===== config.mk =====
export PLATFORM = sky130hd
export DESIGN_NAME = mem_wb_stage_flat
export DESIGN_NICKNAME = d
export VERILOG_FILES = /design/src/rtl/mem_wb_stage_if.sv /design/src/rtl/mem_wb_stage.sv /design/src/flat_wrapper.sv
export SDC_FILE = /design/constraint.sdc
export NUM_CORES = 1
export LEC_CHECK = 0
export BUFFER_PORTS_ARGS = -buffer_cell sky130_fd_sc_hd__buf_2
export CORE_AREA = 4 4 183 185
export CTS_CLUSTER_DIAMETER = 40
export DETAILED_ROUTE_END_ITERATION = 8
export DIE_AREA = 0 0 187 189
export SYNTH_ARGS = -nofsm -noshare
export SYNTH_HDL_FRONTEND = slang
export SYNTH_SLANG_ARGS = --single-unit

===== constraint.sdc =====
create_clock -name clk -period 1.85 [get_ports clk]
set_clock_uncertainty 0.2 [all_clocks]
set_input_delay 0.185 -clock clk [delete_from_list [all_inputs] [get_ports clk]]
set_output_delay 0.185 -clock clk [all_outputs]
set_load 0.01 [all_outputs]

===== src/rtl/mem_wb_stage_if.sv =====
// MEM->WB boundary bundle: MEM-side instruction fields in, registered WB-side fields out.
// The master drives the MEM-side fields; the stage uses the slave modport.
interface mem_wb_stage_if #(
   parameter int RD_W = 5,
   parameter int XLEN = 64
);
   logic            mem_valid;
   logic [XLEN-1:0] alu_result;
   logic [XLEN-1:0] mem_rdata;
   logic [2:0]      funct3;
   logic            MemtoReg;
   logic            RegWrite;
   logic [RD_W-1:0] rd;
   logic            stall;
   logic            flush;

   logic [XLEN-1:0] alu_out;
   logic [XLEN-1:0] mem_out;
   logic            MemtoReg_out;
   logic            RegWrite_out;
   logic [RD_W-1:0] rd_out;
   logic            wb_valid;
   logic            misalign_err;
   logic [31:0]     retired;

   modport master (
      output mem_valid, alu_result, mem_rdata, funct3, MemtoReg, RegWrite, rd, stall, flush,
      input  alu_out, mem_out, MemtoReg_out, RegWrite_out, rd_out, wb_valid, misalign_err, retired
   );

   modport slave (
      input  mem_valid, alu_result, mem_rdata, funct3, MemtoReg, RegWrite, rd, stall, flush,
      output alu_out, mem_out, MemtoReg_out, RegWrite_out, rd_out, wb_valid, misalign_err, retired
   );
endinterface


===== src/rtl/mem_wb_stage.sv =====
// MEM/WB pipeline register with load extraction/extension; 1-cycle latency.
// No ready output: stall freezes every register, flush inserts a bubble; stall wins.
module mem_wb_stage #(
   parameter int RD_W = 5,
   parameter int XLEN = 64
) (
   input  logic           clk,
   input  logic           reset,
   mem_wb_stage_if.slave  bus
);

   logic [2:0]      offset;
   logic [XLEN-1:0] shifted;
   logic [XLEN-1:0] load_data;
   logic            mis_raw;
   logic            misaligned;

   logic            wb_valid_q,     wb_valid_d;
   logic            reg_write_q,    reg_write_d;
   logic            mem_to_reg_q,   mem_to_reg_d;
   logic [RD_W-1:0] rd_q,           rd_d;
   logic [XLEN-1:0] alu_q,          alu_d;
   logic [XLEN-1:0] mem_q,          mem_d;
   logic            err_q,          err_d;
   logic [31:0]     retired_q,      retired_d;

   // Lane-shift the doubleword so the addressed byte sits at bit 0, then extend.
   always_comb begin
      offset    = bus.alu_result[2:0];
      shifted   = bus.mem_rdata >> {offset, 3'b000};
      load_data = bus.mem_rdata;
      case (bus.funct3)
         3'b000:  load_data = {{(XLEN-8){shifted[7]}},   shifted[7:0]};
         3'b001:  load_data = {{(XLEN-16){shifted[15]}}, shifted[15:0]};
         3'b010:  load_data = {{(XLEN-32){shifted[31]}}, shifted[31:0]};
         3'b100:  load_data = {{(XLEN-8){1'b0}},         shifted[7:0]};
         3'b101:  load_data = {{(XLEN-16){1'b0}},        shifted[15:0]};
         3'b110:  load_data = {{(XLEN-32){1'b0}},        shifted[31:0]};
         default: load_data = bus.mem_rdata;
      endcase
   end

   always_comb begin
      mis_raw = 1'b0;
      case (bus.funct3)
         3'b001, 3'b101: mis_raw = offset[0];
         3'b010, 3'b110: mis_raw = (offset[1:0] != 2'b00);
         3'b011:         mis_raw = (offset != 3'b000);
         3'b111:         mis_raw = 1'b1;
         default:        mis_raw = 1'b0;
      endcase
      misaligned = bus.MemtoReg & mis_raw;
   end

   always_comb begin
      wb_valid_d   = wb_valid_q;
      reg_write_d  = reg_write_q;
      mem_to_reg_d = mem_to_reg_q;
      rd_d         = rd_q;
      alu_d        = alu_q;
      mem_d        = mem_q;
      err_d        = err_q;
      retired_d    = retired_q;
      if (!bus.stall) begin
         if (bus.flush) begin
            // Bubble clears control only; data registers keep their last value.
            wb_valid_d   = 1'b0;
            reg_write_d  = 1'b0;
            mem_to_reg_d = 1'b0;
            rd_d         = '0;
         end else begin
            wb_valid_d   = bus.mem_valid;
            reg_write_d  = bus.mem_valid & bus.RegWrite & ~misaligned & (bus.rd != '0);
            mem_to_reg_d = bus.MemtoReg;
            rd_d         = bus.rd;
            alu_d        = bus.alu_result;
            mem_d        = load_data;
            if (bus.mem_valid && misaligned) begin
               err_d = 1'b1;
            end
            if (bus.mem_valid) begin
               retired_d = retired_q + 32'd1;
            end
         end
      end
   end

   always_ff @(posedge clk or negedge reset) begin
      if (!reset) begin
         wb_valid_q   <= 1'b0;
         reg_write_q  <= 1'b0;
         mem_to_reg_q <= 1'b0;
         rd_q         <= '0;
         alu_q        <= '0;
         mem_q        <= '0;
         err_q        <= 1'b0;
         retired_q    <= '0;
      end else begin
         wb_valid_q   <= wb_valid_d;
         reg_write_q  <= reg_write_d;
         mem_to_reg_q <= mem_to_reg_d;
         rd_q         <= rd_d;
         alu_q        <= alu_d;
         mem_q        <= mem_d;
         err_q        <= err_d;
         retired_q    <= retired_d;
      end
   end

   assign bus.wb_valid     = wb_valid_q;
   assign bus.RegWrite_out = reg_write_q;
   assign bus.MemtoReg_out = mem_to_reg_q;
   assign bus.rd_out       = rd_q;
   assign bus.alu_out      = alu_q;
   assign bus.mem_out      = mem_q;
   assign bus.misalign_err = err_q;
   assign bus.retired      = retired_q;

endmodule

===== src/flat_wrapper.sv =====
// flat-port wrapper written by rule: the top's interface ports become plain ports
module mem_wb_stage_flat 
#(
   parameter int RD_W = 5,
   parameter int XLEN = 64
)
  (clk, reset, bus_mem_valid, bus_alu_result, bus_mem_rdata, bus_funct3, bus_MemtoReg, bus_RegWrite, bus_rd, bus_stall, bus_flush, bus_alu_out, bus_mem_out, bus_MemtoReg_out, bus_RegWrite_out, bus_rd_out, bus_wb_valid, bus_misalign_err, bus_retired);
  mem_wb_stage_if #(.RD_W(RD_W), .XLEN(XLEN)) bus_i ();
  input  logic clk;
  input  logic reset;
  input wire logic [$bits(bus_i.mem_valid)-1:0] bus_mem_valid;
  input wire logic [$bits(bus_i.alu_result)-1:0] bus_alu_result;
  input wire logic [$bits(bus_i.mem_rdata)-1:0] bus_mem_rdata;
  input wire logic [$bits(bus_i.funct3)-1:0] bus_funct3;
  input wire logic [$bits(bus_i.MemtoReg)-1:0] bus_MemtoReg;
  input wire logic [$bits(bus_i.RegWrite)-1:0] bus_RegWrite;
  input wire logic [$bits(bus_i.rd)-1:0] bus_rd;
  input wire logic [$bits(bus_i.stall)-1:0] bus_stall;
  input wire logic [$bits(bus_i.flush)-1:0] bus_flush;
  output wire logic [$bits(bus_i.alu_out)-1:0] bus_alu_out;
  output wire logic [$bits(bus_i.mem_out)-1:0] bus_mem_out;
  output wire logic [$bits(bus_i.MemtoReg_out)-1:0] bus_MemtoReg_out;
  output wire logic [$bits(bus_i.RegWrite_out)-1:0] bus_RegWrite_out;
  output wire logic [$bits(bus_i.rd_out)-1:0] bus_rd_out;
  output wire logic [$bits(bus_i.wb_valid)-1:0] bus_wb_valid;
  output wire logic [$bits(bus_i.misalign_err)-1:0] bus_misalign_err;
  output wire logic [$bits(bus_i.retired)-1:0] bus_retired;
  assign bus_i.mem_valid = bus_mem_valid;
  assign bus_i.alu_result = bus_alu_result;
  assign bus_i.mem_rdata = bus_mem_rdata;
  assign bus_i.funct3 = bus_funct3;
  assign bus_i.MemtoReg = bus_MemtoReg;
  assign bus_i.RegWrite = bus_RegWrite;
  assign bus_i.rd = bus_rd;
  assign bus_i.stall = bus_stall;
  assign bus_i.flush = bus_flush;
  assign bus_alu_out = bus_i.alu_out;
  assign bus_mem_out = bus_i.mem_out;
  assign bus_MemtoReg_out = bus_i.MemtoReg_out;
  assign bus_RegWrite_out = bus_i.RegWrite_out;
  assign bus_rd_out = bus_i.rd_out;
  assign bus_wb_valid = bus_i.wb_valid;
  assign bus_misalign_err = bus_i.misalign_err;
  assign bus_retired = bus_i.retired;
  mem_wb_stage #(.RD_W(RD_W), .XLEN(XLEN)) u_core (.clk(clk), .reset(reset), .bus(bus_i));
endmodule

# Word level (Yosys, flattened, before mapping)
# Index checks and enable logic that the tools add are counted.
# totals
reg_bits	169
output_inout_bits	169
input_bits	143
word_cells	40
# op_classes
reduce_logical	10
n_addsub	1
bitwise	7
eq_ne	7
shifts	1
mux	6
# ops
cell	count
$pmux 64 s6	1
$shr 64x6->32	1
$add 32x1->32 const B	1
$eq 3x3->1 const B	4
$eq 3x2->1 const B	2
$reduce_and 3->1	2
$mux 5	1
$reduce_bool 5->1	1
$and 1x1->1	4
$pmux 1 s4	1
$reduce_or 2->1	2
$eq 3x1->1 const B	1
$logic_not 3->1	1
$mux 1	3
$not 1->1	3
$reduce_bool 3->1	1
$reduce_and 2->1	1
$reduce_bool 2->1	1
$logic_and 1x1->1	1

# Logic depth before layout (Yosys ltp)
# logic_depth
word_depth	8
depth_mapped	8
depth_no_buf	6

# Worst setup path after synthesis
# OpenSTA, ideal clock, no wires.
# synth_path
kind	in2reg
startpoint	input port bus_alu_result[1]
endpoint	register u_core.mem_q[20], in the netlist u_core.bus.mem_out[20]
setup_slack_ns	-0.145
n_path_buf	2
setup_time_ns	0.123
arrival_ns	1.672
path_stages	7
required_ns	1.527
path_cell_list	buf_2 -> mux2_1 -> a221oi_2 -> o32ai_2 -> nor3_4 -> buf_4 -> a21oi_1
# synth_between
elab_chain_cells	2
# synth_lines
element	line	text
from (decl)	flat_wrapper.sv:12	input wire logic [$bits(bus_i.alu_result)-1:0] bus_alu_result;
$shr 64x6->32	mem_wb_stage.sv:30	shifted = bus.mem_rdata >> {offset, 3'b000};
$pmux 64 s6	mem_wb_stage.sv:32	case (bus.funct3)
to (signal assigned)	mem_wb_stage.sv:104	mem_q <= mem_d;
to (decl)	mem_wb_stage.sv:23	logic [XLEN-1:0] mem_q, mem_d;
# Every way passes these cells.
# A chain may end at the register's enable or synchronous reset.

# Worst setup path after layout
# layout_path
startpoint	input port bus_mem_rdata[29]
endpoint	register u_core.mem_q[5], in the netlist u_core.bus.mem_out[5]
# layout_between
elab_chain_cells	2
# layout_lines
element	line	text
from (decl)	flat_wrapper.sv:13	input wire logic [$bits(bus_i.mem_rdata)-1:0] bus_mem_rdata;
$shr 64x6->32	mem_wb_stage.sv:30	
$pmux 64 s6	mem_wb_stage.sv:32	
# Every way passes these cells.

==> results summary <==
The transition time at the pin with the least slew margin came out at 702 ps. The first global-routing pass estimated 53400 um of wire. The global route total overflow came out at 0. The delay of the slowest cell on the worst path is 530 ps.

The quantity of I/O buffers inserted on ports is 311. Registers take around 0.0042 mm^2. The tightest hold margin is 79.2 ps. The final critical-path share of the clock period came out at 97.2%. For this design, the slowest cell found on the critical path is dlygate4sd3_1. The max capacitance violation total is 0. The run finished with clean final reports.

The total area inside the core boundary comes to 0.0320 mm^2. After the flow finishes, the layout carries non-filler instances totaling 1830. In this run the core area contains 66 standard-cell rows.

The signal on the critical path passes through dlygate4sd3_1 > buf_2 > mux4_2 > and2_1 > a311oi_2 > o21ai_0. For this run, the leading register cell type out of synthesis is dfrtp_1. For this design the ratio of total power to cell area is 830 mW/mm^2. The number of hold violations in the final report is 0.

TritonCTS built the clock tree. The number of storage elements in the synthesis netlist is 169. The number of clock sinks seen by CTS came out at 169. The worst setup path is captured at a flip-flop. The clock transition at the registers of the reported paths came out at 90 ps.

The number of instances in the synthesized netlist is between 900 and 1000. The minimum period implied by the final worst setup slack is between 1500 and 2000 ps. In the final layout, the share of cells above drive strength 1 is 31.2%. The antenna violation net count after detailed routing is 0. The starting density of the core is 26.5%.

In the final design database the tool counted 1551 nets. Setup repair after global routing could not meet its margin everywhere. Dividing the detail-routed via count by the number of cells gives 4.84. The type of origin of the critical path is a primary input. In this run the deepest clock path goes through 2 buffers. The synthesized netlist occupies a cell area of 0.00848 mm^2.

Once detailed placement completed, the half-perimeter wirelength came to between 20000 and 30000 um. The worst-case vdd ir drop is slightly above 0.0006 V. The average routed wire per standard cell came out at 18.8 um. The max-slew violation count is 0.

The number of ports placed on the die boundary came out at 312. The first-pass iteration count of the detailed router is 7. The required time of the critical path came out at 1950 ps. The number of DRC markers after the initial detailed-route iteration came out at 574. The number of cells in the design after placement is between 1500 and 2000. The width of the die is 187 um. In this run the clock root is driven by a clkbuf_16. Summing all multi-input logic gate instances after layout gives around 0.004 mm^2.

The synthesized design contains 0 enable-type register cells. The critical path is of the in -> reg type. The area added between synthesis and finish came out at 52.8%. The area of the die is 0.0353 mm^2. The final weighted congestion in routability-driven placement is 0.927. The count of distinct cell types in the synthesized netlist is 51. Of all nets on the critical path, the largest fanout is 4. The number of antenna violations at the first check in global routing was 4.

The worst-case headroom to the max-slew limit is 53.2%. For this run, the register share of the synthesized area comes to 49.9%. The number of nets handed over by synthesis was around 1100.

The count of synthesis-stage warnings from yosys is 0. The via count of the first global-routing pass is 9074. The via count came out at about 8900. The fraction of registers with async set/reset is 100%. The highest clock frequency the design can meet is ~560 MHz.

STA puts the critical path data arrival time at 1900 ps. The H-tree was split into 4 levels. The maximum number of pins on one net before global-route repair came out at 69. For this block, the routed nets add up to 34400 um of wire. The clock buffer count from CTS is 17. The clock latency at the later pin of the worst-skew pair came out at around 430 ps.

The total DRC errors in the routed layout is 0. The worst hold path belongs to the class in -> reg. After filler insertion, the fill cell instance count of the layout stands at between 3000 and 4000. Measured on the finished design, the core utilization comes to between 40% and 50%. The total global-route track usage came out at 19.2%. The standby leakage power came out at roughly 6.4 nW. Averaged over all synthesized cells, the footprint is just over 9 um^2. The vertical die dimension is 189 um. The total setup violations reported at the end of the flow came out at 0.
[Yosys cell counts (2+ instances only)]
cell	number	share of area, %
nand3_1	13	0.77
or2_1	2	0.15
a22o_1	2	0.21
a31oi_1	32	2.4
o22ai_1	31	2.3
and2_1	11	0.81
xor2_1	12	1.2
dfrtp_1	169	50
and4_1	4	0.41
nor2_1	63	2.8
nor2b_1	10	0.74
a211oi_1	14	1.2
clkbuf_1	41	1.8
buf_2	16	0.94
a311oi_1	7	0.72
nand2b_1	6	0.44
nand4_1	11	0.81
a31o_1	7	0.72
nand3b_1	2	0.18
buf_1	7	0.31
o21ai_0	46	2.7
inv_1	2	0.089
or2_2	2	0.15
mux4_2	8	2.1
buf_6	2	0.27
mux2i_1	53	6.3
mux2_2	4	0.53
a21oi_1	30	1.8
buf_4	3	0.27
nand2_1	282	12
xnor2_1	19	2.0
and3_1	7	0.52
[area by class of cell]
cell class,count,area share [%]
Clock inverter,14,1.21
Antenna cell,2,0.0386
Clock buffer,18,3.31
Timing Repair Buffer,520,28.0
Multi-Input combinational cell,696,30.8
Inverter,3,0.0869
Sequential cell,169,32.6
Tap cell,408,3.94
[state kept, by name, summed over array words and instances (netlist names)]
| register | count |
|---|---|
| u_core.bus.rd_out | 5 |
| u_core.bus.wb_valid | 1 |
| u_core.bus.mem_out | 64 |
| u_core.bus.MemtoReg_out | 1 |
| u_core.bus.retired | 32 |
| u_core.bus.alu_out | 64 |
| u_core.bus.misalign_err | 1 |
| u_core.bus.RegWrite_out | 1 |
[repair_timing]
action,in CTS,in global routing
endpoints found under the setup margin,0,11
resized for setup,0,9
hold buffers,141,0
buffers inserted,0,0
endpoints found under the hold margin,304,0
[per-layer routing]
layer  part of all wire, %  track usage [%]  wire [um]
met3                   7.9             5.51       2730
met2                    49             32.4      16800
met5                 0.070                0         24
met4                   2.2             5.94        743
met1                    41             23.8      14000
[worst max-delay path, delay by kind of cell]
family,cells,cell delay (ps)
AND/OR/NAND/NOR,1,180
AO/OA/AOI/OAI,2,380
buffers and inverters,2,700
multiplexers,1,460
[cell families after synthesis]
group | after synthesis | share of synthesized area, %
DFF | 169 | 49.9
buffers and inverters | 72 | 3.73
xor gates and xnor gates | 31 | 3.20
adders and majority gates | 1 | 0.147
and+or+nand+nor | 419 | 20.9
AOI/OAI and AO/OA | 179 | 13.1
muxes | 66 | 9.04
[through the flow]
step / TNS, ps / setup slack [ps] / power (mW) / cell area (um^2)
final: 0 / 52.3 / 10.8 / 13000
after global routing: -17.1 / -12.3 / 11.3 / 13000
after detailed placement: -9710 / -192 / 6.94 / 10900
after global placement: -7300 / -183 / 6.90 / 10900
after floorplan: -166 / -5.99 / 5.61 / 8530
after CTS: 0 / 13.4 / 10.9 / 12900
[placed cells by master (no fill, tap or decap), drive strengths merged, types with 5 or more instances in the layout]
master,netlist,layout
o22ai,31,31
nand3,13,13
mux2i,53,53
inv,2,10
nor2b,10,10
nor2,63,63
clkbuf,41,18
a31oi,32,32
and2,11,11
a311oi,7,7
nand4,11,11
nand2,282,282
buf,28,380
nand2b,6,6
a21oi,31,31
mux4,8,8
and3,7,7
mux2,5,5
a211oi,14,14
o21ai,47,47
a31o,8,8
dlygate4sd3,0,140
dfrtp,169,169
xnor2,19,19
xor2,12,12
[report_power, final]
part	switching (mW)	leakage (nW)	total [mW]	internal, mW
registers	0.287	2.09	4.44	4.16
clock network	1.72	0.275	3.64	1.92
logic	1.46	4.02	2.68	1.22
[path summary, 6_finish.rpt]
| kind | endpoint | slack (ps) | start | cells past startpoint |
|---|---|---|---|---|
| setup reg to reg | u_core.bus.retired[30] | 100 | u_core.bus.retired[17] | 6 |
| setup / recovery | u_core.bus.mem_out[5] | 50 | bus_mem_rdata[29] | 6 |
| hold / removal | u_core.bus.mem_out[18] | 80 | bus_funct3[1] | 4 |
| max in group asynchronous | u_core.bus.alu_out[41] | 910 | reset | 3 |
| min in group asynchronous | u_core.bus.mem_out[19] | 120 | reset | 3 |
| hold reg to reg | u_core.bus.alu_out[11] | 270 | u_core.bus.alu_out[11] | 2 |
Power figures use the tool's default switching activity.
